$ cat src/rtl/pifo_pkg.sv
// Shared PIFO enqueue-side types: rank type, its ceiling and saturating helpers.
package pifo_pkg;

  localparam int unsigned RANK_W = 32;

  typedef logic [RANK_W-1:0] rank_t;

  localparam rank_t RANK_MAX = '1;

  // Add two ranks, clamping at RANK_MAX instead of wrapping.
  function automatic rank_t sat_add(input rank_t a, input rank_t b);
    logic [RANK_W:0] sum;
    sum = {1'b0, a} + {1'b0, b};
    return sum[RANK_W] ? RANK_MAX : sum[RANK_W-1:0];
  endfunction

  // Larger of two ranks.
  function automatic rank_t rank_max(input rank_t a, input rank_t b);
    return (a > b) ? a : b;
  endfunction

endpackage

$ cat src/rtl/flow_onehot_enc.sv
// One-hot flow id to binary index, with a strict one-hot qualifier.
module flow_onehot_enc #(
  parameter int unsigned N     = 10,
  parameter int unsigned IDX_W = (N > 1) ? $clog2(N) : 1
) (
  input  logic [N-1:0]     onehot_i,
  output logic [IDX_W-1:0] idx_o,
  output logic             valid_o
);

  // OR together the indices of set bits; exact only when valid_o is high.
  always_comb begin
    idx_o = '0;
    for (int unsigned i = 0; i < N; i++) begin
      if (onehot_i[i]) begin
        idx_o = idx_o | IDX_W'(i);
      end
    end
  end

  // Exactly one bit set: non-zero and clearing the lowest set bit leaves zero.
  always_comb begin
    valid_o = (onehot_i != '0) && ((onehot_i & (onehot_i - N'(1))) == '0);
  end

endmodule

$ cat src/rtl/stfq_rank_computer.sv
// Start-Time Fair Queueing rank assignment for the PIFO enqueue port.
// Keeps a per-flow finish tag, a per-flow weight shift and a global virtual
// time; each accepted packet is pushed one cycle later with rank = start tag.
module stfq_rank_computer
  import pifo_pkg::*;
#(
  parameter int unsigned FLOWS   = 10,
  parameter int unsigned LEN_W   = 16,
  parameter int unsigned SHIFT_W = 4
) (
  input  logic                     clk,
  input  logic                     rst,
  input  logic                     in_valid,
  input  logic [31:0]              in_value,
  input  logic [FLOWS-1:0]         in_flow,
  input  logic [LEN_W-1:0]         in_len,
  input  logic                     cfg_we,
  input  logic [$clog2(FLOWS)-1:0] cfg_flow,
  input  logic [SHIFT_W-1:0]       cfg_shift,
  input  logic                     vt_valid,
  input  logic [31:0]              vt_rank,
  output logic                     push,
  output logic [31:0]              push_rank,
  output logic [31:0]              push_value,
  output logic [FLOWS-1:0]         push_flow,
  output logic                     err_flow
);

  localparam int unsigned IDX_W = $clog2(FLOWS);

  // Architectural state
  rank_t              vt_q, vt_d;
  rank_t              finish_q [FLOWS];
  rank_t              finish_d [FLOWS];
  logic [SHIFT_W-1:0] shift_q  [FLOWS];
  logic [SHIFT_W-1:0] shift_d  [FLOWS];

  // Output register
  logic               push_q;
  rank_t              push_rank_q;
  logic [31:0]        push_value_q;
  logic [FLOWS-1:0]   push_flow_q;
  logic               err_flow_q, err_flow_d;

  // Datapath
  logic [IDX_W-1:0]   in_idx;
  logic               in_onehot;
  logic               accept_c;
  logic               reject_c;
  rank_t              fin_sel_c;
  logic [SHIFT_W-1:0] shift_sel_c;
  rank_t              start_c;
  rank_t              cost_c;

  flow_onehot_enc #(
    .N     (FLOWS),
    .IDX_W (IDX_W)
  ) u_flow_enc (
    .onehot_i (in_flow),
    .idx_o    (in_idx),
    .valid_o  (in_onehot)
  );

  // Start tag and cost for the arriving packet, all from pre-edge state.
  always_comb begin
    accept_c    = in_valid && in_onehot;
    reject_c    = in_valid && !in_onehot;
    fin_sel_c   = finish_q[in_idx];
    shift_sel_c = shift_q[in_idx];
    start_c     = rank_max(vt_q, fin_sel_c);
    cost_c      = RANK_W'(in_len) << shift_sel_c;
  end

  // Next-state for virtual time, finish tags, weights and the error flag.
  always_comb begin
    vt_d       = vt_q;
    finish_d   = finish_q;
    shift_d    = shift_q;
    err_flow_d = err_flow_q;

    if (vt_valid) begin
      vt_d = rank_max(vt_q, vt_rank);
    end

    if (accept_c) begin
      finish_d[in_idx] = sat_add(start_c, cost_c);
    end

    // Out-of-range flow indices are dropped silently.
    if (cfg_we && (cfg_flow < IDX_W'(FLOWS))) begin
      shift_d[cfg_flow] = cfg_shift;
    end

    if (reject_c) begin
      err_flow_d = 1'b1;
    end
  end

  // State and output registers; reset also drops any push in flight.
  always_ff @(posedge clk) begin
    if (rst) begin
      vt_q         <= '0;
      err_flow_q   <= 1'b0;
      push_q       <= 1'b0;
      push_rank_q  <= '0;
      push_value_q <= '0;
      push_flow_q  <= '0;
      for (int unsigned i = 0; i < FLOWS; i++) begin
        finish_q[i] <= '0;
        shift_q[i]  <= '0;
      end
    end else begin
      vt_q         <= vt_d;
      err_flow_q   <= err_flow_d;
      push_q       <= accept_c;
      push_rank_q  <= start_c;
      push_value_q <= in_value;
      push_flow_q  <= in_flow;
      finish_q     <= finish_d;
      shift_q      <= shift_d;
    end
  end

  assign push       = push_q;
  assign push_rank  = push_rank_q;
  assign push_value = push_value_q;
  assign push_flow  = push_flow_q;
  assign err_flow   = err_flow_q;

endmodule

$ cat config.mk
export PLATFORM = sky130hd
export DESIGN_NAME = stfq_rank_computer
export DESIGN_NICKNAME = d
export VERILOG_FILES = /design/src/rtl/pifo_pkg.sv /design/src/rtl/flow_onehot_enc.sv /design/src/rtl/stfq_rank_computer.sv
export SDC_FILE = /design/constraint.sdc
export NUM_CORES = 1
export LEC_CHECK = 0
export ABC_AREA = 1
export BUFFER_PORTS_ARGS = -buffer_cell sky130_fd_sc_hd__buf_2
export CORE_MARGIN = 2
export CORE_UTILIZATION = 50
export DETAILED_ROUTE_END_ITERATION = 10
export PLACE_DENSITY = 0.77
export SLEW_MARGIN = 20
export SYNTH_ARGS = -nofsm -noshare
export SYNTH_HDL_FRONTEND = slang
export SYNTH_SLANG_ARGS = --single-unit
$ cat constraint.sdc
create_clock -name clk -period 8.6 [get_ports clk]
set_input_delay 2.58 -clock clk [delete_from_list [all_inputs] [get_ports clk]]
set_output_delay 2.58 -clock clk [all_outputs]
set_load 0.005 [all_outputs]
==> impl_metrics.json <==
{
  "fmax_ghz": 0.123,
  "drive_above_1_share_pct": 16.0,
  "initial_core_util_pct": 50.5,
  "viasPerCell": 5.51,
  "drv_slew": 0,
  "dp_hpwl_um": 56600,
  "n_fill_cell": 4345,
  "area_growth_pct": 19.9,
  "placed_cell_area_mm2": 0.0279,
  "cts-root-buf": "clkbuf_16",
  "cp_max_fo": 15,
  "overflow": 0,
  "ys.flop_type": "dfxtp_1",
  "period_share_pct": 94.3,
  "slowest_stage": "xor2_1",
  "htree_levels": 2,
  "layout.cells.non_filler": 4533,
  "cts_sinks": 468,
  "worst_setup_path_start_kind": "input pin",
  "startpoint": "in_flow[5]",
  "dr_total_vias": 25000,
  "grt_use_total_pct": 30.8,
  "yosysWarnings": 0,
  "end_kind": "register",
  "p_int_mw": 4.13,
  "crit_path_max_incr_delay_ps": 400,
  "numCtsBuffers": 49,
  "cts.path.max_buffers": 3,
  "hold_class": "register to register",
  "drt_pre_antenna_iters": 6,
  "grt_max_degree": 156,
  "cts_tree": "yes",
  "cp.arrival_ps": 8570,
  "synthesis.instances": 3512,
  "fin_nets": 4028,
  "ant_nets": 0,
  "antenna_found_initial": 0,
  "syn_nets": 3708,
  "fin_crit_ps": 8110,
  "cp_common_cell": "buf_4",
  "io_buffers": 178,
  "seqPwrFrac_pct": 37.0,
  "switching_share_pct": 32.8,
  "leakage_nw": 14.6,
  "insertion_delay_ps": 610,
  "holdWs_ps": 454,
  "slew_headroom_pct": 25.5,
  "gp_congestion": 1.00,
  "switching_power_mw": 2.01,
  "p_comb_share_pct": 28.5,
  "clock_skew_ps": 30.7,
  "ys_seq_elements": 468,
  "wl_um": 80000,
  "synth_enable_flop_cells": 0,
  "power_density_mw_per_mm2": 208,
  "synth_area_mm2": 0.0246,
  "setup_tns_ps": 0,
  "yosysSeqAreaShare_pct": 38.1,
  "hold_violations": 0,
  "dp_cells": 4445,
  "async_flop_share_pct": 0,
  "r2r_start": "finish_q[158]",
  "die_w_um": 226,
  "maxCapViolCount": 0,
  "drtIter0Drc": 2564,
  "drc": 0,
  "rsz0062_at_grt": "no",
  "fin_area_mm2": 0.0295,
  "grt_pass1_wl_um": 124000,
  "rows": 81,
  "num_io_pins": 179,
  "dieArea_mm2": 0.0510,
  "clkPwrFrac_pct": 34.4,
  "total_power_mw": 6.14,
  "vdd_drop_max_mv": 0.146,
  "tightestPinTransition_ps": 1110,
  "status": "complete, no violations",
  "synthDistinctLibCells": 52,
  "setup_viol": 0,
  "clkTransAtPathRegs_ps": 60,
  "postCtsHoldBufs": 0,
  "die_y_um": 226,
  "routedWlPerCell_um": 17.7,
  "hp-start": "shift_q[17]",
  "fp.coreArea_mm2": 0.0487,
  "synth.avg_cell_area_um2": 7.01,
  "grt_pass1_vias": 22900,
  "critPathKind": "input pin to register",
  "cp.required_ps": 9070
}
synthesized netlist by cell type, types with 5 or more instances:
| cell | number | area share (%) |
|---|---|---|
| buf_6 | 5 | 0.23 |
| a21oi_1 | 264 | 5.4 |
| o21ai_0 | 392 | 8.0 |
| xor2_1 | 13 | 0.46 |
| ha_1 | 92 | 4.7 |
| clkbuf_1 | 140 | 2.1 |
| buf_2 | 16 | 0.33 |
| nor2_4 | 5 | 0.23 |
| nor4_1 | 7 | 0.18 |
| nand3_4 | 10 | 0.71 |
| o21a_1 | 39 | 1.2 |
| inv_1 | 601 | 9.2 |
| nand4_1 | 54 | 1.4 |
| a221oi_1 | 34 | 1.2 |
| o211ai_1 | 7 | 0.21 |
| nand3_1 | 189 | 3.8 |
| o21bai_1 | 73 | 2.2 |
| nor2_1 | 401 | 6.1 |
| nor3_1 | 20 | 0.41 |
| o21ai_1 | 9 | 0.18 |
| a22o_1 | 7 | 0.25 |
| nand3b_1 | 5 | 0.15 |
| nor2_2 | 11 | 0.28 |
| o221ai_1 | 20 | 0.71 |
| a22oi_1 | 53 | 1.6 |
| inv_2 | 9 | 0.14 |
| buf_1 | 18 | 0.27 |
| buf_4 | 9 | 0.27 |
| o22ai_1 | 67 | 1.7 |
| dfxtp_1 | 468 | 38 |
| nand2_1 | 412 | 6.3 |
| nand2_2 | 26 | 0.66 |
metrics by stage:
stage	utilization (%)	setup slack (ps)
2_1_floorplan	-	8.88
3_3_place_gp	57.2	-168
3_5_place_dp	57.2	-215
4_1_cts	60.4	270
5_1_grt	60.6	8.70
6_report	60.6	491
cell usage in the layout, fill, tap and decap left out, types with 92 or more instances in the layout:
master / Yosys / final
buf_4: 9 / 261
inv_1: 601 / 600
buf_2: 16 / 177
ha_1: 92 / 92
a21oi_1: 264 / 264
dfxtp_1: 468 / 468
nand3_1: 189 / 189
nor2_1: 401 / 393
o21ai_0: 392 / 391
nand2_1: 412 / 411
critical path, delay by kind of cell:
family | cells | cell delay (ps)
compound gates | 8 | 1840
simple gates | 14 | 1720
xor+xnor | 1 | 400
fa+ha+maj | 2 | 450
buf+inv | 11 | 1570
routing by layer:
metal / GRT usage [%] / up-vias / share of wire, %
li1: - / 12200 / -
met1: 41.7 / 11400 / 43
met2: 48.7 / 1140 / 44
met3: 5.37 / 206 / 9.1
met4: 12.0 / 0 / 3.8
met5: 0 / - / 0
area by class of cell:
class	instances	area [um^2]	area share (%)
Antenna cell	1	2.50	0.00847
Timing Repair Buffer	457	3210	10.9
Clock inverter	8	90.1	0.305
Clock buffer	79	1490	5.04
Sequential cell	468	9370	31.7
Tap cell	664	831	2.81
Multi-Input combinational cell	2244	12200	41.4
Inverter	612	2300	7.80
logic make-up after synthesis:
kind of cell	synth area share, %
simple gates	20.7
compound gates	23.1
mux	0.122
xor+xnor	0.732
buf+inv	12.6
flops	38.1
fa+ha+maj	4.76
what timing repair did:
action / in CTS / in global routing
resized for setup: 0 / 9
setup buffers: 0 / 0
setup endpoints to repair: 0 / 320
final timing paths:
check	to	slack (ps)	cells past startpoint
hold reg to reg	shift_q[17]	450	2
setup reg to reg	finish_q[298]	3170	30
hold / removal	shift_q[17]	450	2
setup / recovery	finish_q[298]	490	36
power by group through the flow:
| stage | combinational, mW | sequential, mW | clock [mW] |
|---|---|---|---|
| finish | 1.75 | 2.27 | 2.12 |
| global route | 1.88 | 2.28 | 2.22 |
| CTS | 1.70 | 2.27 | 2.13 |
| detailed placement | 1.68 | 2.32 | 0 |
| global placement | 1.68 | 2.32 | 0 |
| floorplan | 0.852 | 2.31 | 0 |
flip-flops by register name, indices dropped and copies added (netlist names):
name and cells:
finish_q 320, push_rank 32, push 1, push_value 32
err_flow 1, vt_q 32, push_flow 10, shift_q 40
Power figures use the tool's default switching activity.
